$ cat src/rtl/uart_pkg.sv
// Shared UART definitions: oversampling constants and the state encoding used by RX, TX and benches.
package uart_pkg;

    localparam int unsigned UART_OS_RATE = 16;
    localparam int unsigned UART_DATA_W  = 8;
    localparam int unsigned UART_MID     = 8;

    typedef enum logic [2:0] {
        ST_IDLE   = 3'd0,
        ST_START  = 3'd1,
        ST_DATA   = 3'd2,
        ST_PARITY = 3'd3,
        ST_STOP   = 3'd4,
        ST_BRK    = 3'd5
    } uart_state_e;

    function automatic logic majority3(input logic a, input logic b, input logic c);
        return (a & b) | (a & c) | (b & c);
    endfunction

endpackage

$ cat src/rtl/uart_rx_sync.sv
// Two-flop synchronizer for the serial line plus falling-edge detect on the synced value.
module uart_rx_sync
    import uart_pkg::*;
(
    input  logic clk,
    input  logic rst_n,
    input  logic rx,
    output logic rx_s,
    output logic rx_fall
);

    logic meta;
    logic prev;

    always_ff @(posedge clk or negedge rst_n) begin
        if (!rst_n) begin
            meta <= 1'b1;
            rx_s <= 1'b1;
            prev <= 1'b1;
        end else begin
            meta <= rx;
            rx_s <= meta;
            prev <= rx_s;
        end
    end

    assign rx_fall = prev & ~rx_s;

endmodule

$ cat src/rtl/uart_rx_os16.sv
// 16x-oversampled UART receiver: 1 start, 8 data LSB-first, 1 parity, 1 stop.
// Build option UART_RX_MAJORITY_VOTE_EN: 2-of-3 vote around each mid-bit sample, decided one clock later.
module uart_rx_os16
    import uart_pkg::*;
#(
    parameter logic        PARITY_MODE = 1'b0,
    parameter int unsigned OS_RATE     = UART_OS_RATE
) (
    input  logic                   clk,
    input  logic                   rst_n,
    input  logic                   rx,
    output logic [UART_DATA_W-1:0] dataout,
    output logic                   rdsig,
    output logic                   dataerror,
    output logic                   frameerror,
    output logic                   idle
);

    localparam int unsigned MID = OS_RATE / 2;
`ifdef UART_RX_MAJORITY_VOTE_EN
    localparam int unsigned OFS = MID + 1;
`else
    localparam int unsigned OFS = MID;
`endif

    logic                   rx_s;
    logic                   rx_fall;
    uart_state_e            state;
    uart_state_e            state_n;
    logic [7:0]             cnt;
    logic [7:0]             target;
    logic [2:0]             bit_idx;
    logic [UART_DATA_W-1:0] shreg;
    logic                   perr;
    logic                   bit_val;
    logic                   hit;
    logic                   do_shift;
    logic                   do_par;
    logic                   do_stop;

    uart_rx_sync u_sync (
        .clk     (clk),
        .rst_n   (rst_n),
        .rx      (rx),
        .rx_s    (rx_s),
        .rx_fall (rx_fall)
    );

`ifdef UART_RX_MAJORITY_VOTE_EN
    // hist[0]/hist[1] hold the synced line one and two clocks back, so at MID+1 they are the MID and MID-1 samples
    logic [1:0] hist;

    always_ff @(posedge clk or negedge rst_n) begin
        if (!rst_n) hist <= '1;
        else        hist <= {hist[0], rx_s};
    end

    assign bit_val = majority3(hist[1], hist[0], rx_s);
`else
    assign bit_val = rx_s;
`endif

    always_comb begin
        case (state)
            ST_DATA:   target = 8'(OFS + OS_RATE * (32'(bit_idx) + 1));
            ST_PARITY: target = 8'(OFS + OS_RATE * 9);
            ST_STOP:   target = 8'(OFS + OS_RATE * 10);
            default:   target = 8'(OFS);
        endcase
    end

    assign hit = (cnt == target);

    always_ff @(posedge clk or negedge rst_n) begin
        if (!rst_n) state <= ST_IDLE;
        else        state <= state_n;
    end

    always_comb begin
        state_n  = state;
        do_shift = 1'b0;
        do_par   = 1'b0;
        do_stop  = 1'b0;
        case (state)
            ST_IDLE: begin
                if (rx_fall) state_n = ST_START;
            end
            ST_START: begin
                if (hit) state_n = bit_val ? ST_IDLE : ST_DATA;
            end
            ST_DATA: begin
                if (hit) begin
                    do_shift = 1'b1;
                    if (bit_idx == 3'(UART_DATA_W - 1)) state_n = ST_PARITY;
                end
            end
            ST_PARITY: begin
                if (hit) begin
                    do_par  = 1'b1;
                    state_n = ST_STOP;
                end
            end
            ST_STOP: begin
                if (hit) begin
                    do_stop = 1'b1;
                    state_n = bit_val ? ST_IDLE : ST_BRK;
                end
            end
            ST_BRK: begin
                if (rx_s) state_n = ST_IDLE;
            end
            default: state_n = ST_IDLE;
        endcase
    end

    // cnt is 0 in the cycle the edge is seen and holds in BRK so it cannot wrap while the line stays low
    always_ff @(posedge clk or negedge rst_n) begin
        if (!rst_n) begin
            cnt        <= '0;
            bit_idx    <= '0;
            shreg      <= '0;
            perr       <= 1'b0;
            dataout    <= '0;
            rdsig      <= 1'b0;
            dataerror  <= 1'b0;
            frameerror <= 1'b0;
            idle       <= 1'b0;
        end else begin
            if (state_n == ST_IDLE)  cnt <= '0;
            else if (state != ST_BRK) cnt <= cnt + 8'd1;

            if (state != ST_DATA) bit_idx <= '0;
            else if (do_shift)    bit_idx <= bit_idx + 3'd1;

            if (do_shift) shreg <= {bit_val, shreg[UART_DATA_W-1:1]};
            if (do_par)   perr  <= bit_val ^ (^shreg) ^ PARITY_MODE;

            if (do_stop) begin
                dataout    <= shreg;
                dataerror  <= perr;
                frameerror <= ~bit_val;
            end
            rdsig <= do_stop;
            idle  <= (state_n != ST_IDLE);
        end
    end

endmodule

$ cat config.mk
export PLATFORM = sky130hd
export DESIGN_NAME = uart_rx_os16
export DESIGN_NICKNAME = d
export VERILOG_FILES = /design/src/rtl/uart_pkg.sv /design/src/rtl/uart_rx_sync.sv /design/src/rtl/uart_rx_os16.sv
export SDC_FILE = /design/constraint.sdc
export NUM_CORES = 1
export LEC_CHECK = 0
export BUFFER_PORTS_ARGS = -buffer_cell sky130_fd_sc_hd__buf_4
export CORE_UTILIZATION = 59
export DETAILED_ROUTE_END_ITERATION = 8
export PLACE_DENSITY = 0.75
export SLEW_MARGIN = 20
export SYNTH_ARGS = -nofsm -noshare
export SYNTH_HDL_FRONTEND = slang
export SYNTH_HIERARCHICAL = 1
export SYNTH_SLANG_ARGS = --single-unit
$ cat constraint.sdc
create_clock -name clk -period 3.55 [get_ports clk]
set_input_delay 0.71 -clock clk [delete_from_list [all_inputs] [get_ports clk]]
set_output_delay 0.71 -clock clk [all_outputs]
set_load 0.03 [all_outputs]
==> flow_summary.yaml <==
flow_run:
  cap_viol_max_count: 0
synthesis:
  synth_xor_area_share_pct: 9.741
  ys_seq_area_share_pct: 48.26
  synth_edf_count: 0
  yosys_warnings: 6
  synth.area.top_cells: "dfrtp_1 44%, mux2_4 6.8%, xnor2_1 5.3%"
  muxShareOfSynthArea_pct: 14.74
  avgSynthCellArea_um2: 12.93
  ys_ff_latch: 38
  ys.flop_type: "dfrtp_1"
  synthAdderAreaFrac_pct: 2.530
  syn-instance-count: 153
  synth_top_family_by_area: "multiplexers"
  synth_top_area_share_pct: 44.28
  synthesis.nets: 160
  yosysMostFrequentCell: "dfrtp_1"
  yosys.area.top_type: "dfrtp_1"
  synth.distinct_cells: 43
  synth_area_um2: 1978
  async_reset_ff_share_pct: 100.0
  synthTopCellsByCount: "35 x dfrtp_1, 12 x xnor2_1, 10 x a31oi_1"
  synth-simple-area-share_pct: 12.84
  synth_compound_area_share_pct: 7.780
timing:
  worst_slack_ps: 813.9
  hold_viol: 0
  relSlewSlack_pct: 61.39
  maxSlewViolCount: 0
  skew_ps: 12.59
  setup_violations: 0
  final.setup.tns_ps: 0
  rsz0062_at_grt: "false"
  fin_crit_sh_pct: 77.07
  tightest_slew_ps: 568.0
  finalCriticalPeriod_ps: 2736
  timing.fmax_ghz: 0.3655
floorplan:
  dieArea_um2: 3589
  coreArea_um2: 3128
  dieHeight_um: 59.91
  die_w_um: 59.91
  core.rowCount: 20
  start_util_pct: 63.24
  io_pins: 15
drt:
  avgViaCountPerCell: 5.763
  routed.top_layer: "met4"
  vias: 1239
  drt_wl_total_um: 3412
  remaining_drc_errors: 0
  met3_length_um: 153
  wl_met1_um: 1502
  wl_per_cell_um: 15.87
  ant_nets: 0
  drt_first_iter_violations: 52
  wl_met2_um: 1669
  dr.pass1.iters: 4
pwr:
  p_per_area_nw_per_um2: 513.2
  p_leak_nw: 0.9652
  total_power_mw: 1.113
  ir_drop_v: 0.0003791
setup_path:
  worstSetupStartpointType: "register"
  end_kind: "register"
  regToRegSetupSlack_ps: 810
  rr_startpoint: "bit_idx[0]$_DFFE_PN0P_"
  rr_endpoint: "cnt[0]$_DFFE_PN0P_"
  critPathMaxFanout: 10
  crit_family: "multiplexers"
  critical-path-slowest-cell: "mux2i_2"
  crit_buf_inv: 0
  worstSetupPathType: "register to register"
  crit_path_cell_trace: "ha_1 -> ha_1 -> and4bb_4 -> xnor2_2 -> o2111ai_4 -> nor4_4 -> mux2i_2 -> a31oi_1"
  cp_common_cell: "ha_1"
  cp.arrival_ps: 2930
  rr_worst_depth: 8
  crit_required_ps: 3750
  slowest_delay_ps: 580
cts:
  ctsHoldBuffers: 0
  cts_root_buf: "clkbuf_4"
  h-tree-depth: 2
  clk_pin_slew_worst_paths_ps: 110
  cts_tree: "done"
  worstSkewPairLatency_ps: 350
  clockBufferDepth: 2
  cts.sinks: 38
  numCtsBuffers: 5
  cts-resized-gates: 0
  post_cts_buffers: 0
finish:
  fin_nets: 177
  ff_latch_area_um2: 954.7
  n_fill_cell: 226
  antennaDiodeCount: 0
  multiInputGateArea_um2: 948.4
  drive_gt1_share_pct: 31.58
  fin_util_pct: 69.32
  syn_to_final_growth_pct: 9.614
global_routing:
  grt_max_degree: 39
  overflow: 0
  antenna_found_initial: 0
  grt_pass1_vias: 1212
  grt_pass1_wl_um: 6003
  gr-usage-all-layers_pct: 23.77
placed_design:
  hpwl_um: 2368
  gp_congestion: 0.8126
  pre_cts_ws_ps: 819.7
  port_buffers: 14
status:
  status: "finished clean"
hold_path:
  hold_path_class: "primary input to async pin"
[kinds of logic (layout without fill, tap and decap cells)]
| logic type | count (synthesis) | in the layout |
|---|---|---|
| simple gates | 35 | 35 |
| xor+xnor | 19 | 19 |
| mux | 23 | 23 |
| fa+ha+maj | 4 | 4 |
| compound gates | 19 | 19 |
| buf+inv | 15 | 33 |
| flops | 38 | 38 |
[power by group]
| part | internal, mW | switching (mW) | total [mW] | leakage, nW |
|---|---|---|---|---|
| clock network | 0.0960 | 0.138 | 0.234 | 0.0353 |
| logic | 0.129 | 0.203 | 0.332 | 0.423 |
| registers | 0.479 | 0.0676 | 0.547 | 0.507 |
[area by class of cell]
| class | count | area share, % |
|---|---|---|
| multi-input cells | 100 | 43.74 |
| clock buffers | 7 | 2.539 |
| well taps | 44 | 2.539 |
| inverters | 10 | 1.731 |
| clock inverters | 1 | 0.2308 |
| flip-flops and latches | 38 | 44.03 |
| repair buffers | 15 | 5.193 |
[metal layers]
metal | global-route usage, % | vias to the layer above
met1 | 31.44 | 621
met2 | 35.71 | 33
li1 | - | 576
met5 | 0 | -
met4 | 12.62 | 0
met3 | 6.277 | 9
[through the flow]
| stage | area [um^2] | hold WS, ps | std cells |
|---|---|---|---|
| after global placement | 2108 | 347.1 | 207 |
| after CTS | 2168 | 309.6 | 215 |
| final | 2168 | 307.3 | 215 |
| after floorplan | 1978 | 345.2 | 153 |
| after detailed placement | 2108 | 348.8 | 207 |
| after global routing | 2168 | 313.5 | 215 |
[worst max path at each step]
| stage | start | to | slack, ps | cells past startpoint |
|---|---|---|---|---|
| floorplan | bit_idx[0]$_DFFE_PN0P_ | shreg[0]$_DFFE_PN0P_ | 1040 | 9 |
| global placement | bit_idx[0]$_DFFE_PN0P_ | cnt[0]$_DFFE_PN0P_ | 930 | 8 |
| detailed placement | bit_idx[0]$_DFFE_PN0P_ | cnt[6]$_DFFE_PN0P_ | 820 | 8 |
| CTS | bit_idx[0]$_DFFE_PN0P_ | cnt[6]$_DFFE_PN0P_ | 820 | 8 |
| global route | bit_idx[0]$_DFFE_PN0P_ | cnt[7]$_DFFE_PN0P_ | 600 | 8 |
| finish | bit_idx[0]$_DFFE_PN0P_ | cnt[0]$_DFFE_PN0P_ | 810 | 8 |
[placed cells by master, fill, tap and decap left out, types with 4 or more instances in the layout]
cell and instances:
ha_1 4, dfrtp_1 35, inv_1 6, mux2_1 9, nand3_1 4, xnor2_1 12
clkbuf_4 5, a21oi_1 4, nor3_1 4, nor2_1 5, inv_2 4, xor2_1 5
mux2_4 9, buf_4 15, a31oi_1 10
[flip-flops by register name (all words and copies together) (netlist names), 3 cells and up]
| register | cells |
|---|---|
| bit_idx | 3 |
| cnt | 8 |
| dataout | 8 |
| shreg | 8 |
| state | 3 |
(Power assumes the default switching activity.)
